==> config.mk <==
export PLATFORM = sky130hd
export DESIGN_NAME = spin_commit_unit
export DESIGN_NICKNAME = d
export VERILOG_FILES = /design/src/rtl/spin_commit_unit.sv
export SDC_FILE = /design/constraint.sdc
export NUM_CORES = 1
export LEC_CHECK = 0
export ABC_AREA = 1
export CORE_ASPECT_RATIO = 0.7
export CORE_UTILIZATION = 52
export DETAILED_ROUTE_END_ITERATION = 16
export GPL_TIMING_DRIVEN = 1
export PLACE_DENSITY_LB_ADDON = 0.3
export SLEW_MARGIN = 20
export SYNTH_ARGS = -nofsm -noshare
export SYNTH_HDL_FRONTEND = slang
export SYNTH_SLANG_ARGS = --single-unit
==> constraint.sdc <==
create_clock -name clk_i -period 3.95 [get_ports clk_i]
set_input_delay 0.79 -clock clk_i [delete_from_list [all_inputs] [get_ports clk_i]]
set_output_delay 0.79 -clock clk_i [all_outputs]
set_load 0.05 [all_outputs]
==> src/rtl/spin_commit_unit.sv <==
// Spin commit unit: accepts candidate spin vectors, discards non-improving ones,
// and writes accepted vectors out word by word while tracking convergence.
module spin_commit_unit #(
  parameter  int DATASPIN   = 256,
  parameter  int WORD_WIDTH = 64,
  parameter  int CNT_BIT    = 16,
  localparam int NUM_WORDS  = DATASPIN / WORD_WIDTH,
  localparam int ADDR_W     = (NUM_WORDS > 1) ? $clog2(NUM_WORDS) : 1
) (
  input  logic                  clk_i,
  input  logic                  rst_i,
  input  logic                  en_i,
  input  logic                  flush_i,
  input  logic [CNT_BIT-1:0]    stall_limit_i,
  input  logic                  spin_valid_i,
  input  logic [DATASPIN-1:0]   spin_i,
  input  logic                  spin_push_none_i,
  output logic                  spin_ready_o,
  output logic                  wr_valid_o,
  output logic [ADDR_W-1:0]     wr_addr_o,
  output logic [WORD_WIDTH-1:0] wr_data_o,
  input  logic                  wr_ready_i,
  output logic [CNT_BIT-1:0]    commit_cnt_o,
  output logic [CNT_BIT-1:0]    discard_cnt_o,
  output logic                  converged_o,
  output logic                  busy_o
);

  typedef enum logic [0:0] {
    ST_IDLE  = 1'b0,
    ST_WRITE = 1'b1
  } state_t;

  localparam logic [CNT_BIT-1:0] CNT_MAX  = {CNT_BIT{1'b1}};
  localparam logic [ADDR_W-1:0]  LAST_IDX = ADDR_W'(NUM_WORDS - 1);

  state_t                state_r;
  logic [ADDR_W-1:0]     idx_r;
  logic [DATASPIN-1:0]   shadow_r;
  logic [CNT_BIT-1:0]    commit_cnt_r;
  logic [CNT_BIT-1:0]    discard_cnt_r;
  logic [CNT_BIT-1:0]    stall_cnt_r;
  logic                  converged_r;

  logic                  spin_ready_s;
  logic                  spin_hs_s;
  logic                  wr_hs_s;
  logic [CNT_BIT-1:0]    stall_next_s;
  logic [WORD_WIDTH-1:0] wr_data_s;

  // Counters hold at all-ones instead of wrapping.
  function automatic logic [CNT_BIT-1:0] sat_inc(input logic [CNT_BIT-1:0] v);
    if (v == CNT_MAX) begin
      sat_inc = v;
    end else begin
      sat_inc = v + CNT_BIT'(1);
    end
  endfunction

  // Handshake qualification and next stall count.
  always_comb begin
    spin_ready_s = (state_r == ST_IDLE) && en_i && !converged_r && !flush_i;
    spin_hs_s    = spin_valid_i && spin_ready_s;
    wr_hs_s      = (state_r == ST_WRITE) && wr_ready_i;
    stall_next_s = sat_inc(stall_cnt_r);
  end

  // Word select from the captured spin; word 0 holds the LSBs.
  always_comb begin
    wr_data_s = shadow_r[int'(idx_r) * WORD_WIDTH +: WORD_WIDTH];
  end

  // Control FSM, shadow capture and statistics counters.
  always_ff @(posedge clk_i) begin
    if (rst_i) begin
      state_r       <= ST_IDLE;
      idx_r         <= '0;
      shadow_r      <= '0;
      commit_cnt_r  <= '0;
      discard_cnt_r <= '0;
      stall_cnt_r   <= '0;
      converged_r   <= 1'b0;
    end else if (flush_i) begin
      // Abandons any partial write; the shadow contents are left as they are.
      state_r       <= ST_IDLE;
      idx_r         <= '0;
      commit_cnt_r  <= '0;
      discard_cnt_r <= '0;
      stall_cnt_r   <= '0;
      converged_r   <= 1'b0;
    end else begin
      case (state_r)
        ST_IDLE: begin
          if (spin_hs_s) begin
            if (spin_push_none_i) begin
              discard_cnt_r <= sat_inc(discard_cnt_r);
              stall_cnt_r   <= stall_next_s;
              if ((stall_limit_i != '0) && (stall_next_s == stall_limit_i)) begin
                converged_r <= 1'b1;
              end else begin
                converged_r <= converged_r;
              end
            end else begin
              shadow_r    <= spin_i;
              stall_cnt_r <= '0;
              idx_r       <= '0;
              state_r     <= ST_WRITE;
            end
          end else begin
            state_r <= ST_IDLE;
          end
        end
        ST_WRITE: begin
          if (wr_hs_s) begin
            if (idx_r == LAST_IDX) begin
              commit_cnt_r <= sat_inc(commit_cnt_r);
              idx_r        <= '0;
              state_r      <= ST_IDLE;
            end else begin
              idx_r <= idx_r + ADDR_W'(1);
            end
          end else begin
            state_r <= ST_WRITE;
          end
        end
        default: begin
          state_r <= ST_IDLE;
          idx_r   <= '0;
        end
      endcase
    end
  end

  assign spin_ready_o  = spin_ready_s;
  assign wr_valid_o    = (state_r == ST_WRITE);
  assign busy_o        = (state_r == ST_WRITE);
  assign wr_addr_o     = idx_r;
  assign wr_data_o     = wr_data_s;
  assign commit_cnt_o  = commit_cnt_r;
  assign discard_cnt_o = discard_cnt_r;
  assign converged_o   = converged_r;

endmodule

==> flow_metrics.py, run 1 <==
metrics = {
    "detailed_routing": {
        "antenna_left": 0,
        "drtIter0Drc": 1291,
        "via_per_inst": 5.484,
        "firstDrtPassIters": 5,
        "drc": 0,
        "dr_total_vias": 14320,
        "wl_um": 43550,
        "routedWlPerCell_um": 16.67,
    },
    "critical_path": {
        "crit_family": "buffers and inverters",
        "crit_slowest_cell": "clkdlybuf4s50_1",
        "max_stage_delay_ns": 0.86,
        "cp.arrival_ns": 3.01,
        "cp.required_ns": 3.16,
        "cp-startpoint": "wr_addr_o[1]",
        "crit_type": "reg2out",
        "critPathLaunchType": "flip-flop",
        "r2r_start": "busy_o",
        "worst-path-buf-inv": 3,
        "critPathCaptureType": "output pin",
        "crit_chain": "inv_2, buf_12, o21ai_0, o22ai_1, clkdlybuf4s50_1",
        "cp_max_fo": 49,
        "r2r_slack_ns": 1.26,
    },
    "cts": {
        "cts_setup_buffers": 0,
        "clk_latency_ns": 0.55,
        "cts_tree": "yes",
        "holdBufCountCts": 0,
        "cts_root_buffer": "clkbuf_16",
        "cts_sinks": 308,
        "clk_path_buf_depth": 3,
        "clkSlewWorstSetupHoldPaths_ns": 0.06,
        "htree_levels": 1,
        "cts_buffers": 30,
        "cts_resized": 0,
    },
    "grt": {
        "grt_pass1_vias": 13010,
        "grt_max_degree": 257,
        "grt_overflow": 0,
        "grt_use_total": 0.3077,
        "grt_antenna_before_repair": 5,
        "grt_pass1_wl_um": 66870,
    },
    "placed_design": {
        "dp_hpwl_um": 28900,
        "io_buffers": 380,
        "place_area_um2": 17370,
        "place_congestion": 0.9308,
    },
    "power": {
        "power_frac_comb": 0.106,
        "clock_power_share": 0.423,
        "p_leak_nw": 6.513,
        "switchingPower_mw": 1.628,
        "seqPwrFrac": 0.471,
        "power.share.switching": 0.2405,
        "peakVddDrop_uv": 388.7,
        "power-per-cell-area_nw_per_um2": 368.7,
        "p_int_mw": 5.139,
    },
    "logic_synthesis": {
        "yosysMostFrequentCell": "nand2_1",
        "yosysTopAreaCellShare": 0.4539,
        "synth_nets": 2247,
        "netlist_instances": 1964,
        "syn_avg_cell_area_um2": 6.916,
        "synth_seq_cells": 308,
        "ys_top_cells_by_count": "653 x nand2_1, 308 x dfxtp_1, 298 x a21oi_1, 176 x nor2_1, 141 x o21ai_0",
        "yosysWarnings": 0,
        "synthFlopType": "dfxtp_1",
        "synth_top_area_cell": "dfxtp_1",
        "synth-edff-count": 0,
        "synthTopCellsByArea": "dfxtp_1 45%, nand2_1 18%, a21oi_1 11%",
        "synthArstFlopShare": 0,
        "netlist_area_um2": 13580,
        "synth.distinct_cells": 38,
        "seq_area_frac_synth": 0.4539,
    },
    "finish": {
        "layout-drive-gt1-share": 0.04346,
        "final_nets": 2539,
        "fin_util": 0.7145,
        "final_area_um2": 18350,
        "area_delta_synth_final_pct": 35.12,
    },
    "timing": {
        "worst_slew_pin_slew_ns": 1.421,
        "final.setup.tns_ns": 0,
        "post-route-period-util": 0.9608,
        "finClkSkew_ns": 0.01039,
        "rsz0062_at_grt": "no",
        "setup_viol": 0,
        "min_period_ns": 3.795,
        "maxSlewHeadroom": 0.05288,
        "maxSlewViolCount": 0,
        "hold_viol_final": 0,
        "clock.fmax_mhz": 263.5,
    },
    "floorplan": {
        "chipWidth_um": 195.2,
        "rows": 49,
        "ios": 381,
        "initial_core_util": 0.5288,
        "core_um2": 25690,
        "die_y_um": 137.2,
        "dieArea_um2": 26780,
    },
    "run": {
        "maxCapViolations": 0,
    },
    "run_status": {
        "status": "complete, no violations",
    },
    "worst_hold_path": {
        "hp-start": "shadow_r[149]",
        "hp-class": "reg2reg",
    },
}
cell families after synthesis:
logic type,after synthesis,share of synthesized area
AND/OR/NAND/NOR,913,0.2683
AO/OA/AOI/OAI,525,0.2021
flip-flops,308,0.4539
buffers and inverters,204,0.06549
XOR/XNOR,10,0.006448
adder cells (fa/ha/maj),4,0.003685
placed cells by master, fill, tap and decap left out, types with 4 or more instances in the layout:
cell and count:
buf_4 13, o21ai_0 141, dfxtp_1 306, inv_1 55, clkbuf_8 4, o21ai_1 8
nor2_1 176, o22ai_1 64, a21oi_1 298, nor3_1 13, inv_2 8, clkbuf_1 4
buf_12 4, o21a_1 4, nor4_1 4, clkdlybuf4s50_1 379, nand2_1 653, nand2_2 5
clkinv_2 10, xor2_1 7, ha_1 4, nand4_1 8, nand3_1 36, clkbuf_16 31
layer usage:
metal,up-vias,share of wire,wire (µm),GRT usage
met2,605,0.45,19430,0.4903
met4,2,0.026,1134,0.09624
li1,7030,-,-,-
met3,84,0.095,4148,0.07662
met5,-,0.00030,13,0
met1,6603,0.43,18830,0.4119
power groups by stage:
stage | Combinational, mW | Clock (mW) | Sequential [mW]
6_report | 0.717 | 2.86 | 3.19
5_1_grt | 0.761 | 3.02 | 3.19
2_1_floorplan | 0.311 | 0 | 3.25
3_5_place_dp | 0.707 | 0 | 3.26
4_1_cts | 0.713 | 2.89 | 3.19
3_3_place_gp | 0.704 | 0 | 3.26
worst register-to-register path: stages, from the launching register on:
cell,delay (ns)
dfxtp_1,0.45
nor3_4,0.31
nand2_4,0.22
nor2_4,0.28
clkinv_8,0.51
buf_4,0.55
nand2_1,0.11
a21oi_1,0.07
flip-flops by register name, summed over array words and instances, names as in the netlist:
| name | count |
|---|---|
| discard_cnt_o | 16 |
| wr_addr_o | 2 |
| stall_cnt_r | 16 |
| shadow_r | 256 |
| converged_o | 1 |
| busy_o | 1 |
| commit_cnt_o | 16 |
metrics by stage:
stage	hold WS [ns]	setup slack (ns)	power [mW]	cells
final	0.4580	0.1547	6.767	2612
after global routing	0.4714	0.07871	6.970	2611
after CTS	0.4581	0.1619	6.787	2609
after detailed placement	0.4487	0.6094	3.964	2555
after global placement	0.4441	0.6954	3.960	2555
after floorplan	0.4365	0.7898	3.563	1964
worst paths after layout:
path / to / depth (start not counted)
max: wr_data_o[29] / 5
min: shadow_r[149] / 2
max reg2reg: shadow_r[69] / 7
min reg2reg: shadow_r[149] / 2
layout make-up:
type / count / area [µm²]
Fill cell: 2071 / 7335
Multi-Input combinational cell: 1452 / 6533
Sequential cell: 308 / 6171
Timing Repair Buffer: 397 / 3985
Clock buffer: 38 / 832.0
Tap cell: 331 / 414.1
Inverter: 67 / 269.0
Clock inverter: 16 / 142.6
Antenna cell: 3 / 7.507
No activity file was read; power rests on OpenSTA's default activity.
==> run 2: changes to the inputs <==
--- a/config.mk
+++ b/config.mk
@@ -9,6 +9,7 @@
 export CORE_ASPECT_RATIO = 0.7
 export CORE_UTILIZATION = 52
 export DETAILED_ROUTE_END_ITERATION = 16
+export DONT_BUFFER_PORTS = 1
 export GPL_TIMING_DRIVEN = 1
 export PLACE_DENSITY_LB_ADDON = 0.3
 export SLEW_MARGIN = 20
==> flow_metrics.py, run 2 (synthesis gave the netlist of run 1 again) <==
metrics = {
    "worst_hold_path": {
        "hp-class": "in2reg",
        "hp-start": "rst_i",
    },
    "grt": {
        "grt_pass1_wl_um": 60700,
        "grt_overflow": 0,
        "grt_pass1_vias": 11560,
        "grt_max_degree": 258,
        "grt_use_total": 0.2785,
        "grt_antenna_before_repair": 2,
    },
    "critical_path": {
        "cp.arrival_ns": 2.68,
        "cp-startpoint": "wr_addr_o[1]",
        "crit_type": "reg2out",
        "cp.required_ns": 3.16,
        "cp_max_fo": 39,
        "critPathLaunchType": "flip-flop",
        "r2r_start": "converged_o",
        "critPathCaptureType": "output pin",
    },
    "timing": {
        "clock.fmax_mhz": 288.1,
        "finClkSkew_ns": 0.01196,
        "post-route-period-util": 0.8788,
        "rsz0062_at_grt": "no",
        "maxSlewHeadroom": 0.4189,
        "maxSlewViolCount": 0,
        "worst_slew_pin_slew_ns": 0.8716,
        "hold_viol_final": 0,
        "min_period_ns": 3.471,
        "final.setup.tns_ns": 0,
        "setup_viol": 0,
    },
    "cts": {
        "cts_tree": "yes",
        "cts_resized": 0,
        "clk_path_buf_depth": 3,
        "htree_levels": 1,
        "cts_sinks": 308,
        "cts_buffers": 30,
        "cts_setup_buffers": 0,
        "clkSlewWorstSetupHoldPaths_ns": 0.06,
        "cts_root_buffer": "clkbuf_16",
        "holdBufCountCts": 0,
        "clk_latency_ns": 0.56,
    },
    "floorplan": {
        "initial_core_util": 0.5288,
        "rows": 49,
        "core_um2": 25690,
        "dieArea_um2": 26780,
        "die_y_um": 137.2,
        "chipWidth_um": 195.2,
        "ios": 381,
    },
    "detailed_routing": {
        "firstDrtPassIters": 5,
        "antenna_left": 0,
        "via_per_inst": 5.730,
        "dr_total_vias": 13150,
        "wl_um": 39960,
        "drc": 0,
        "drtIter0Drc": 988,
        "routedWlPerCell_um": 17.41,
    },
    "finish": {
        "layoutNonFillerInstCount": 2295,
        "largest-register": "shadow_r",
        "largest_reg_flops": 256,
        "diodes": 0,
        "final_cell_mix": "653 x nand2_1, 306 x dfxtp_1, 298 x a21oi_1",
        "area_delta_synth_final_pct": 11.16,
        "final_nets": 2224,
        "layout-drive-gt1-share": 0.08147,
        "final_area_um2": 15100,
        "final_common_cell": "nand2_1",
    },
    "power": {
        "power.total_mw": 6.590,
        "power-per-cell-area_nw_per_um2": 436.5,
        "peakVddDrop_uv": 432.1,
        "p_leak_nw": 5.446,
    },
    "placed_design": {
        "place_area_um2": 14050,
        "dp_hpwl_um": 26120,
        "place_congestion": 0.8586,
        "io_buffers": 0,
        "placed_cells_incl_taps": 2240,
    },
    "run": {
        "maxCapViolations": 0,
    },
    "run_status": {
        "status": "complete, no violations",
    },
}
run 2: where the power goes:
| part | total [mW] | internal (mW) | switching (mW) |
|---|---|---|---|
| combinational | 0.364 | 0.111 | 0.253 |
| clock | 3.04 | 1.83 | 1.21 |
| sequential | 3.19 | 3.16 | 0.0300 |
| total | 6.59 | 5.10 | 1.49 |
run 2: cell type report:
| cell class | count | area, µm² |
|---|---|---|
| fillers | 2422 | 10590 |
| multi-input cells | 1452 | 6533 |
| flip-flops and latches | 308 | 6171 |
| clock buffers | 46 | 902.1 |
| repair buffers | 82 | 665.6 |
| well taps | 331 | 414.1 |
| inverters | 67 | 264.0 |
| clock inverters | 9 | 150.1 |
run 2: final timing paths:
check | cells after the start | to | slack (ns)
max reg2reg | 10 | wr_addr_o[0] | 1.24
min reg2reg | 2 | shadow_r[66] | 0.46
max | 5 | wr_data_o[57] | 0.48
min | 1 | shadow_r[172] | 0.34
run 2: per-layer routing:
metal | vias to the layer above | share of wire | global-route usage | routed length (µm)
li1 | 6403 | - | - | -
met1 | 6122 | 0.44 | 0.3764 | 17470
met2 | 545 | 0.44 | 0.4294 | 17400
met3 | 79 | 0.10 | 0.08911 | 4125
met4 | 2 | 0.024 | 0.07218 | 946
met5 | - | 0.00043 | 0 | 17
run 2: critical path, stage by stage (launching register included):
cell	delay (ns)
dfxtp_2	0.46
inv_2	0.63
buf_4	0.39
o21ai_0	0.14
o22ai_1	0.23
buf_4	0.25
run 2: per-stage QoR:
| stage | setup slack [ns] | hold slack (ns) | util |
|---|---|---|---|
| after floorplan | 0.7898 | 0.4365 | - |
| after global placement | 1.035 | 0.4398 | 0.5468 |
| after detailed placement | 1.054 | 0.4468 | 0.5468 |
| after CTS | 0.4866 | 0.2859 | 0.5878 |
| after global routing | 0.3670 | 0.3120 | 0.5878 |
| final | 0.4789 | 0.3358 | 0.5878 |
